$ cat config.mk
export PLATFORM = sky130hd
export DESIGN_NAME = wallace_mult_sched
export DESIGN_NICKNAME = d
export VERILOG_FILES = /design/src/rtl/wallace_pkg.sv /design/src/rtl/rr_arb2.sv /design/src/rtl/wallace_mult_sched.sv
export SDC_FILE = /design/constraint.sdc
export NUM_CORES = 1
export LEC_CHECK = 0
export ABC_AREA = 0
export CAP_MARGIN = 30
export CORE_UTILIZATION = 32
export DETAILED_ROUTE_END_ITERATION = 12
export MAX_ROUTING_LAYER = met4
export PLACE_DENSITY = 0.66
export SYNTH_ARGS = -nofsm -noshare
export SYNTH_HDL_FRONTEND = slang
export SYNTH_SLANG_ARGS = --single-unit
$ cat constraint.sdc
create_clock -name clk -period 2.4 [get_ports clk]
set_input_delay 0.6 -clock clk [delete_from_list [all_inputs] [get_ports clk]]
set_output_delay 0.6 -clock clk [all_outputs]
set_load 0.01 [all_outputs]
$ cat src/rtl/wallace_pkg.sv
// Shared types and defaults for the Wallace-tree multiplier scheduler.
package wallace_pkg;

  typedef enum logic [1:0] {
    IDLE = 2'd0,
    WAIT = 2'd1,
    RESP = 2'd2
  } state_e;

  localparam int DEF_WIDTH = 8;
  localparam int DEF_LAT   = 3;
  localparam int CNT_W     = 4;
  localparam int ID_W      = 1;

endpackage

$ cat src/rtl/rr_arb2.sv
// Two-way arbiter with grant-on-accept pointer update.
// WALLACE_SCHED_RR_EN selects round-robin; otherwise requester 0 has fixed priority.
module rr_arb2
  import wallace_pkg::*;
(
  input  logic       clk,
  input  logic       rst,
  input  logic [1:0] req,
  input  logic       accept,
  output logic [1:0] gnt
);

`ifdef WALLACE_SCHED_RR_EN
  // ptr names the requester favoured on the next contention
  logic ptr;

  always_ff @(posedge clk or posedge rst) begin
    if (rst) begin
      ptr <= 1'b0;
    end else if (accept) begin
      ptr <= ~gnt[1];
    end
  end

  always_comb begin
    gnt = 2'b00;
    if (!ptr) begin
      if (req[0])      gnt = 2'b01;
      else if (req[1]) gnt = 2'b10;
    end else begin
      if (req[1])      gnt = 2'b10;
      else if (req[0]) gnt = 2'b01;
    end
  end
`else
  logic unused_arb;
  assign unused_arb = ^{clk, rst, accept};

  always_comb begin
    gnt = 2'b00;
    if (req[0])      gnt = 2'b01;
    else if (req[1]) gnt = 2'b10;
  end
`endif

endmodule

$ cat src/rtl/wallace_mult_sched.sv
// Shares one combinational Wallace-tree multiplier between two requesters.
// Define WALLACE_SCHED_RR_EN for round-robin arbitration (default: fixed priority).
module wallace_mult_sched
  import wallace_pkg::*;
#(
  parameter int WIDTH = DEF_WIDTH,
  parameter int LAT   = DEF_LAT
)(
  input  logic                 clk,
  input  logic                 rst,
  input  logic [1:0]           req_valid,
  output logic [1:0]           req_ready,
  input  logic [WIDTH-1:0]     req_a0,
  input  logic [WIDTH-1:0]     req_b0,
  input  logic [WIDTH-1:0]     req_a1,
  input  logic [WIDTH-1:0]     req_b1,
  output logic [WIDTH-1:0]     mul_a,
  output logic [WIDTH-1:0]     mul_b,
  input  logic [2*WIDTH-1:0]   mul_p,
  output logic                 rsp_valid,
  input  logic                 rsp_ready,
  output logic [ID_W-1:0]      rsp_id,
  output logic [2*WIDTH-1:0]   rsp_p,
  output logic                 busy
);

  state_e           state;
  logic [CNT_W-1:0] cnt;
  logic [1:0]       gnt;
  logic             accept;
  logic [ID_W-1:0]  win;

  rr_arb2 u_arb (
    .clk    (clk),
    .rst    (rst),
    .req    (req_valid),
    .accept (accept),
    .gnt    (gnt)
  );

  // Ready is only offered from IDLE; rsp_ready never reaches this path.
  assign req_ready = (state == IDLE && !rst) ? gnt : 2'b00;
  assign accept    = |(req_valid & req_ready);
  assign win       = req_ready[1];
  assign busy      = (state != IDLE);

  always_ff @(posedge clk or posedge rst) begin
    if (rst) begin
      state     <= IDLE;
      cnt       <= '0;
      mul_a     <= '0;
      mul_b     <= '0;
      rsp_valid <= 1'b0;
      rsp_id    <= '0;
      rsp_p     <= '0;
    end else begin
      case (state)
        // accept: tree operands are loaded here and held until the next accept
        IDLE: begin
          if (accept) begin
            mul_a  <= win[0] ? req_a1 : req_a0;
            mul_b  <= win[0] ? req_b1 : req_b0;
            rsp_id <= win;
            cnt    <= CNT_W'(LAT);
            state  <= WAIT;
          end
        end
        // settle: the tree output is trusted only after LAT edges
        WAIT: begin
          cnt <= cnt - CNT_W'(1);
          if (cnt == CNT_W'(1)) begin
            rsp_p     <= mul_p;
            rsp_valid <= 1'b1;
            state     <= RESP;
          end
        end
        // respond: everything held until the consumer takes it
        RESP: begin
          if (rsp_ready) begin
            rsp_valid <= 1'b0;
            state     <= IDLE;
          end
        end
        default: state <= IDLE;
      endcase
    end
  end

endmodule
== Word-level counts from Yosys, hierarchy flattened ==
Cells that the tools add are included.

* Reduce and logical (&&, ||, !) cells: 12
* Eq/ne operators: 6
* Bitwise operators: 1
* Muxes and demuxes: 14
* Add/subtract/negate cells: 1

{| class="wikitable"
|+ Operators with widths
! operator !! number
|-
| 8-bit two-way mux || 2
|-
| 2-bit two-way mux || 6
|-
| 4-bit case mux with 2 select lines || 1
|-
| 2-bit inequality test, second input constant || 3
|-
| 2-bit case mux with 3 select lines || 1
|-
| 2-bit AND reduction || 3
|-
| 3-bit AND reduction || 2
|-
| 2-bit nonzero test || 3
|-
| 4-bit by 1-bit equality test with 1-bit output, second input constant || 1
|-
| 4-bit two-way mux || 1
|-
| 4-bit by 1-bit subtractor with 4-bit output, second input constant || 1
|-
| 2-bit bitwise AND || 1
|-
| 2-bit by 1-bit equality test with 1-bit output, second input constant || 1
|-
| 2-bit equality test, second input constant || 1
|-
| 2-bit zero test || 1
|-
| 1-bit two-way mux || 2
|-
| 1-bit case mux with 2 select lines || 1
|-
| 2-bit OR reduction || 1
|-
| 1-bit logical AND || 1
|-
| 1-bit zero test || 1
|}

* Word-level logic and storage cells: 41
* Bits of input ports: 53
* Register bits: 40

== Logic depth before layout (Yosys ltp) ==
Gate-level depths: netlist of run 1.

* Depth after elaboration: 7
* Gate-level depth with buffers: 6

== Cells and area by module ==
From an unflattened synthesis of run 1, not the netlist that was laid out.

* Cells, all modules: 137
* Area total of the unflattened synthesis: 1880.6 um2

{| class="wikitable"
|+ By module, submodules not included
! module !! instances !! cells an instance !! area each (um2)
|-
| wallace_mult_sched || 1 || 135 || 1859.3
|-
| rr_arb2 || 1 || 2 || 21.3
|}

== Worst setup path before layout of run 1 ==
Ideal clock, no wire load.

* Kind: input port to output port
* Start: in req_valid[0]
* End: out req_ready[1]
* Buffers on the path: 2
* Required time: 1.800 ns
* Path slack: 0.522 ns
* Arrival: 1.278 ns
* Cell stages on the path: 4
* Cells stage by stage: nand2b_1 > buf_6 > buf_6 > nor3_1

* Cells in the longest elaborated chain, start to end: 2

{| class="wikitable"
|+ Ends and longest elaborated chain
! element !! line !! source
|-
| from (decl) || wallace_mult_sched.sv:11 || <nowiki>input logic [1:0] req_valid,</nowiki>
|-
| 2-bit two-way mux || rr_arb2.sv:41 || <nowiki>if (req[0]) gnt = 2'b01;</nowiki>
|-
| 2-bit two-way mux || wallace_mult_sched.sv:42 || <nowiki>assign req_ready = (state == IDLE && !rst) ? gnt : 2'b00;</nowiki>
|-
| to (decl) || wallace_mult_sched.sv:12 || <nowiki>output logic [1:0] req_ready,</nowiki>
|}

No other way between the ends.

== Worst setup path in the final report of run 1 ==
* Start: in rst
* End: out req_ready[0]

* Cells in the longest elaborated chain, start to end: 3

{| class="wikitable"
|+ Ends and longest elaborated chain
! element !! line !! source
|-
| from (decl) || wallace_mult_sched.sv:10 || <nowiki>input logic rst,</nowiki>
|-
| 1-bit zero test (no line) || - ||
|-
| 1-bit logical AND || wallace_mult_sched.sv:42 ||
|-
| 2-bit two-way mux || wallace_mult_sched.sv:42 ||
|}

No other way between the ends.

==> impl_summary.md, run 1 <==
GRT
The number of global-route vias before repair is around 1.4k. The first-pass GRT wire length is a little over 6 mm. The largest net degree at the start of global routing is 22. Across every metal layer, demand over resource in global routing totals 13.4%. The number of antenna violations at the first check in global routing came to 0. The final global-route overflow total is 0.

Layout
Measured on the finished design, the core utilization comes to 53.8%. The final net count is 281. In the final layout, the share of cells above drive strength 1 is between 30% and 40%. The final instance count without filler cells is 299.

The area growth from synthesis to layout is 61.6%. The total inserted antenna cells is 0.

Floorplanning
The placement row count is 27. In this run the count of I/O pins placed on the die edge is 90. The area inside the core boundary is 0.00551 mm2. The die covers 0.00604 mm2.

In this run the horizontal extent of the chip is 77.7 um. For this configuration, the core starts out at a cell density of 33.3%. Measured along the y axis, the die boundary spans 77.7 um.

Logic synthesis
Counting flops with a built-in enable in the synthesized netlist gives 0. The post-synthesis async set-or-reset flop share is 100%. The netlist area before placement is 0.00183 mm2.

By area the synthesized netlist is led by dfrtp_1 (55%), mux2_2 (24%), mux2_4 (7.4%). The commonest cells after synthesis are dfrtp_1 (40), mux2_2 (39), mux2_4 (9). During synthesis, Yosys emitted a total of 0 warnings.

The number of nets in the synthesized netlist is 183. The share of synthesized area in the top cell type comes to 54.6%. The sequential share of the synthesized area is 54.6%. The cell taking the most area after synthesis is dfrtp_1. After Yosys synthesis, and, or, nand and nor cells account for 6.41% of the synthesized area. Of the total synthesized cell area, the portion taken by full adders, half adders and majority gates is under 10%. After synthesis, the largest family of logic cells by area is multiplexers. The fraction of the mapped netlist area in compound gates is 2.66%. The netlist uses 25 different library cells. By instance count, the leading cell after synthesis is dfrtp_1. The portion of synthesized area spent on multiplexers is 31.3%. The most used flip-flop cell after synthesis is dfrtp_1. The cell count after synthesis is 128. Of the total synthesized cell area, the portion taken by XOR and XNOR cells is 0.477%.

The post-synthesis sequential element count is 40. The synthesized area per cell is 14.3 um2.

Clock network
The number of clock sinks seen by CTS is 40. TritonCTS built the clock tree. Once the clock tree was built, the setup fixing pass inserted 0 buffers. In this run, CTS created clock tree buffers numbering 5. The tree is rooted in a clkbuf_8.

The post-CTS clock slew at the launch and capture registers of the worst setup and hold paths is 0.07 ns. For the worst-skew pair, the clock arrives at the later sink with an insertion delay of around 0.28 ns. The number of buffers on the longest clock path is 2. The total number of H-tree levels is 2.

STA
The share of the clock period used by the worst path is roughly 93%. The final count of hold timing violations was 0. Clock skew on the completed layout was measured at 0.00487 ns.

The max-slew violation count is 0. Setup violations remaining at the end of the flow were counted as 0. Headroom to the max-slew limit came out at 72.0%. Setup repair after global routing left no endpoint under its margin.

The slew at the pin closest to its max-slew limit is 0.420 ns. The fmax is between 400 and 500 MHz. The clock period minus final worst setup slack is about 2.2 ns.

Worst setup path
The largest individual stage delay along the critical path comes from the cell clkdlybuf4s50_1. Measured in cells, the most critical reg-to-reg path has a length of 5. The signal on the critical path passes through clkdlybuf4s50_1, nor3_2, and2_1, dlygate4sd2_1. For this run, the slowest stage of the critical path takes about 0.45 ns. The worst setup path is captured at a primary output. Following the worst setup path forward leads to its endpoint at req_ready[0]. For the worst setup path, the data required time is 1.80 ns. The maximum fanout along the worst path is 3. The start of the worst register-to-register path is cnt[1].

The startpoint type of the worst setup path is an input pin. In this run the register-to-register setup slack is 0.73 ns. The data arrival time at the worst-slack endpoint is 1.63 ns. The most critical setup path has its startpoint at rst. The critical setup path kind is input pin to primary output. The endpoint identified for the worst register-to-register timing path is rsp_p[6].

Pwr
For this design the static power due to leakage is 1.28 nW. The power per cell area is 1130 mW/mm2. The power after layout is 3.34 mW. VDD sags by at most 536 uV.

Worst hold path
The worst hold path belongs to the class register to register. Along the worst hold path, the cell count comes to 1.

Routing
The routed design has 3.67 mm of wire. The via density per instance is 4.49. The DRC violation count after routing is 0. For this block, the initial DRC count from the detailed router was 28. The total number of vias is between 1k and 1.5k. The count of nets left with antenna violations once routing finished came out at 0. The first detailed-routing pass took 4 iterations. The final routed wire length divided by cell count is 12.3 um.

Outcome
The flow ran to the end, and the final reports show no timing, DRC or antenna violations.

Placement
Once detailed placement completed, the half-perimeter wirelength came to 2.70 mm. In this run, placement finished with an instance count of a little under 300. In this run the tool buffered the top-level ports with 89 buffer cells. The routability congestion estimate is 0.723.

Job
The max-capacitance violation count is 0.
-- sequential cells by signal, summed over array words and instances, names as in the netlist --
signal	cells
rsp_p	16
state	2
rsp_id	1
cnt	4
rsp_valid	1
mul_a	8
mul_b	8
-- where the power goes --
group / internal (mW) / switching, mW / leakage (nW)
combinational: 1.01 / 0.549 / 0.740
clock: 0.367 / 0.223 / 0.0645
sequential: 1.02 / 0.180 / 0.471
-- logic make-up (layout without fill, tap and decap cells) --
family                     after synthesis  count (layout)
and+or+nand+nor                         20              20
DFF                                     40              40
muxes                                   48              48
xor gates and xnor gates                 1               1
AOI/OAI and AO/OA                        8               8
buffers and inverters                    9             108
adders and majority gates                2               2
-- critical path: cells and delay by family --
| family | cells | cell delay [ns] |
|---|---|---|
| buffers and inverters | 2 | 0.72 |
| and+or+nand+nor | 2 | 0.31 |
-- metrics by stage --
stage	worst slack, ns	setup TNS (ns)	hold WS (ns)	area, um2
5_1_grt	0.0821	0	0.522	2960
3_3_place_gp	-0.0789	-0.153	0.487	2840
6_report	0.168	0	0.506	2960
3_5_place_dp	-0.123	-0.239	0.493	2840
4_1_cts	0.156	0	0.511	2960
2_1_floorplan	0.522	0	0.507	1830
-- routing by layer --
| metal | wire length (um) | track usage (%) |
|---|---|---|
| met5 | 0 | - |
| met4 | 4 | 2.83 |
| met3 | 350 | 5.29 |
| met2 | 1630 | 21.2 |
| met1 | 1690 | 16.1 |
-- worst min path at each step --
stage | startpoint | to | slack (ns)
after detailed placement | rsp_p[13] | rsp_p[13] | 0.49
after CTS | mul_b[6] | mul_b[6] | 0.51
after floorplan | cnt[3] | cnt[3] | 0.51
final | mul_b[6] | mul_b[6] | 0.51
after global placement | rsp_p[10] | rsp_p[10] | 0.49
after global routing | mul_b[1] | mul_b[1] | 0.52
-- cell type report --
type                    instances  area, um2
inverters                       4       15.0
well taps                      72       90.1
flip-flops and latches         40       1000
repair buffers                 96        953
clock inverters                 1       30.0
fillers                       487       2540
clock buffers                   7       96.3
multi-input cells              79        778
-- what timing repair did --
action / 4_1_cts / 5_1_grt
endpoints found under the setup margin: 2 / 0
hold endpoints to repair: 0 / 0
resized for setup: 2 / 0
hold buffers: 0 / 0
-- layout by cell type, fill, tap and decap left out --
master           count
a21boi_0             1
a21oi_1              1
a22oi_1              1
a31o_2               1
and2_1               2
and2b_2              1
buf_12               1
buf_4                6
bufinv_16            1
clkbuf_8             7
clkdlybuf4s50_1     87
dfrtp_1             40
dlygate4sd2_1        2
ha_1                 2
inv_1                4
mux2_2              39
mux2_4               9
nand2_1              3
nand2_2              1
nand2b_1             3
nand3b_1             1
nor2_1               3
nor3_1               2
nor3_2               1
nor3b_1              2
o21ai_0              3
o21ai_2              1
or2_2                1
xnor2_1              1
Power figures use the tool's default switching activity.
==> run 2: changes to the inputs <==
--- a/config.mk
+++ b/config.mk
@@ -7,6 +7,7 @@
 export LEC_CHECK = 0
 export ABC_AREA = 0
 export CAP_MARGIN = 30
+export CORE_MARGIN = 4
 export CORE_UTILIZATION = 32
 export DETAILED_ROUTE_END_ITERATION = 12
 export MAX_ROUTING_LAYER = met4
==> run 2 against run 1 <==
Net effect: fmax is 2.8% lower; flip-flop and latch count stayed put; critical path type unchanged; clock-buffer cell count is 2 lower; largest power group unchanged; sequential share of layout area is 0.58 points higher.
==> impl_summary.md, run 2 (synthesized netlist as in run 1, its figures left out) <==
Outcome
The flow ran to the end, and the final reports show no timing, DRC or antenna violations.

Layout
In the layout the commonest cells are clkdlybuf4s50_1 (87), dfrtp_1 (40), mux2_2 (39), mux2_4 (9), clkbuf_8 (5). The total inserted antenna cells is 0 (unchanged). The area overhead of the layout relative to synthesis is 58.9%. The proportion of layout cells with a drive suffix above 1 is 29.6% (-0.80 points). The number of flip-flops under the largest register name is 16 (unchanged).

The final net count is 280 (-0.36%). The area of combinational cells with multiple inputs is 781 um2 (+0.32%). The largest registers in the layout are rsp_p: 16 flops, mul_a: 8 flops, mul_b: 8 flops. The sequential cell area came to 0.00100 mm2 (unchanged).

The final instance count without filler cells was 295 (-1.3%). The largest register by flop count is rsp_p. The total of fill cells in the finished design is 485 (-0.41%).

The most common cell after layout, fill and taps aside is clkdlybuf4s50_1.

Clock network
The TritonCTS buffer count is 5 (unchanged). The buffer cell driving the clock tree root is clkbuf_8. The clock latency at the later pin of the worst-skew pair is 0.28 ns (about the same). The number of buffers on the longest clock path is 2 (unchanged). The post-CTS clock slew at the launch and capture registers of the worst setup and hold paths is 0.07 ns (about the same). The number of clock sinks seen by CTS is 40 (unchanged).

TritonCTS built the clock tree. The total number of H-tree levels was 2 (unchanged).

STA
The final-report setup violation count was 0 (unchanged). The max-slew violation count came to 0 (unchanged). Setup repair after global routing left no endpoint under its margin. The fmax is 436 MHz (-2.8%). The slew at the pin closest to its max-slew limit is 0.429 ns (+0.00909 ns). The worst setup skew after layout is 0.00593 ns (+0.00106 ns). The clock period minus final worst setup slack came to 2.30 ns (+0.0633 ns).

The final count of hold timing violations came to 0 (unchanged). The share of the clock period used by the worst path is 95.7% (+2.6 points). The headroom to the max-slew limit is 71.3% (-0.68 points). The worst hold slack across all endpoints is 0.506 ns (+0.000353 ns).

GRT
The largest net degree at the start of global routing was 32 (+45%). The number of antenna violations at the first check in global routing came to 0 (unchanged). The first-pass GRT wire length is 7.10 mm (+14%). The final global-route overflow total is 0 (unchanged). The global-route usage over all layers is 12.6% (-0.77 points). The number of global-route vias before repair is 1436 (+2.3%).

Worst setup path
The maximum fanout along the worst path is 3 (unchanged). The critical setup path kind is input pin to primary output. The endpoint class of the critical path is a primary output.

The data arrival time at the worst-slack endpoint came to 1.70 ns (+0.07 ns). STA classifies the critical path startpoint as an input pin. The required time of the critical path came to 1.80 ns (about the same).

Floorplanning
The starting density of the core is 33.1% (-0.20 points). The area of the die is 0.00701 mm2 (+16%). The number of ports placed on the die boundary came to 90 (unchanged). The placement row count is 27 (unchanged). The die outline height came to 83.7 um (+7.7%). The area inside the core boundary is 0.00554 mm2 (+0.61%). The die outline width came to 83.7 um (+7.7%).

Routing
The count of antenna-violating nets left after detailed routing is 0 (unchanged). The final routed wire length divided by cell count was 14.2 um (+15%). The total number of vias is 1331 (-0.82%).

The via density per instance is 4.51 (+0.53%). The number of iterations in the first detailed-routing pass is 4 (unchanged). The sum of routed wire length over all layers is 4.18 mm (+14%). The DRC violation count after routing is 0 (unchanged).

The number of DRC violations after detailed-routing iteration 0 is 18 (-36%).

Placement
The final HPWL from detailed placement is 3.20 mm (+19%). The routability congestion estimate came to 0.736 (+1.8%). The quantity of I/O buffers inserted on ports came to 89 (unchanged). The number of placed instances with taps included is 290 (-0.34%).

Pwr
The power per cell area is 1090 mW/mm2 (-3.3%). The peak supply drop came to 538 uV (+0.38%). The leakage power summed over all cells is 1.25 nW (-2.1%). The power after layout is 3.18 mW (-5.0%).

Worst hold path
The tightest min-delay check is of the register to register type.

Job
The max-capacitance violation count is 0 (unchanged).
-- run 2: cell types whose count changed in the layout (fill, tap and decap cells not counted), sizes merged --
cell / delta
bufinv: -1
clkbuf: -2
buf: -1
-- run 2: power by group --
group | leakage, nW | switching [mW] | internal, mW
sequential | 0.471 | 0.185 | 1.02
clock | 0.0359 | 0.208 | 0.187
combinational | 0.742 | 0.568 | 1.01
-- run 2: layout make-up --
cell class,instances,area share (%)
Multi-Input combinational cell,79,26.8
Sequential cell,40,34.3
Clock buffer,5,2.36
Timing Repair Buffer,95,32.9
Inverter,4,0.515
Tap cell,72,3.09
-- run 2: worst max-delay path: stages --
cell             delay (ns)
clkdlybuf4s50_1        0.46
nor3_2                 0.19
and2_4                 0.18
dlygate4sd2_1          0.26
-- run 2: final timing paths --
kind	startpoint	cells past startpoint	to	slack, ns
setup reg to reg	cnt[1]	5	rsp_p[12]	0.70
max in group asynchronous	rst	3	mul_b[1]	1.19
hold / removal	mul_a[2]	1	mul_a[2]	0.51
hold reg to reg	mul_a[2]	1	mul_a[2]	0.51
setup / recovery	rst	4	req_ready[0]	0.10
min in group asynchronous	rst	2	rsp_p[8]	0.70
-- run 2: stage by stage --
step / util (%) / setup TNS (ns) / cell area, um2 / setup slack [ns]
final: 52.6 / 0 / 2910 / 0.104
after global routing: 52.6 / 0 / 2910 / 0.0129
after CTS: 52.6 / 0 / 2910 / 0.0221
after detailed placement: 51.4 / -0.337 / 2850 / -0.214
after global placement: 51.4 / -0.283 / 2850 / -0.151
after floorplan: - / 0 / 1830 / 0.522
-- run 2: timing repair --
| item | CTS | global route |
|---|---|---|
| resized for setup | 3 | 0 |
| buffers inserted | 0 | 0 |
| setup endpoints to repair | 2 | 1 |
| endpoints found under the hold margin | 0 | 0 |
| hold buffers | 0 | 0 |
| pin swaps | 1 | 1 |
-- run 2: metal layers --
| metal | wire (um) | GRT usage [%] |
|---|---|---|
| met1 | 1960 | 15.9 |
| met2 | 1670 | 18.1 |
| met4 | 26 | 3.07 |
| met5 | 0 | - |
| met3 | 527 | 6.52 |
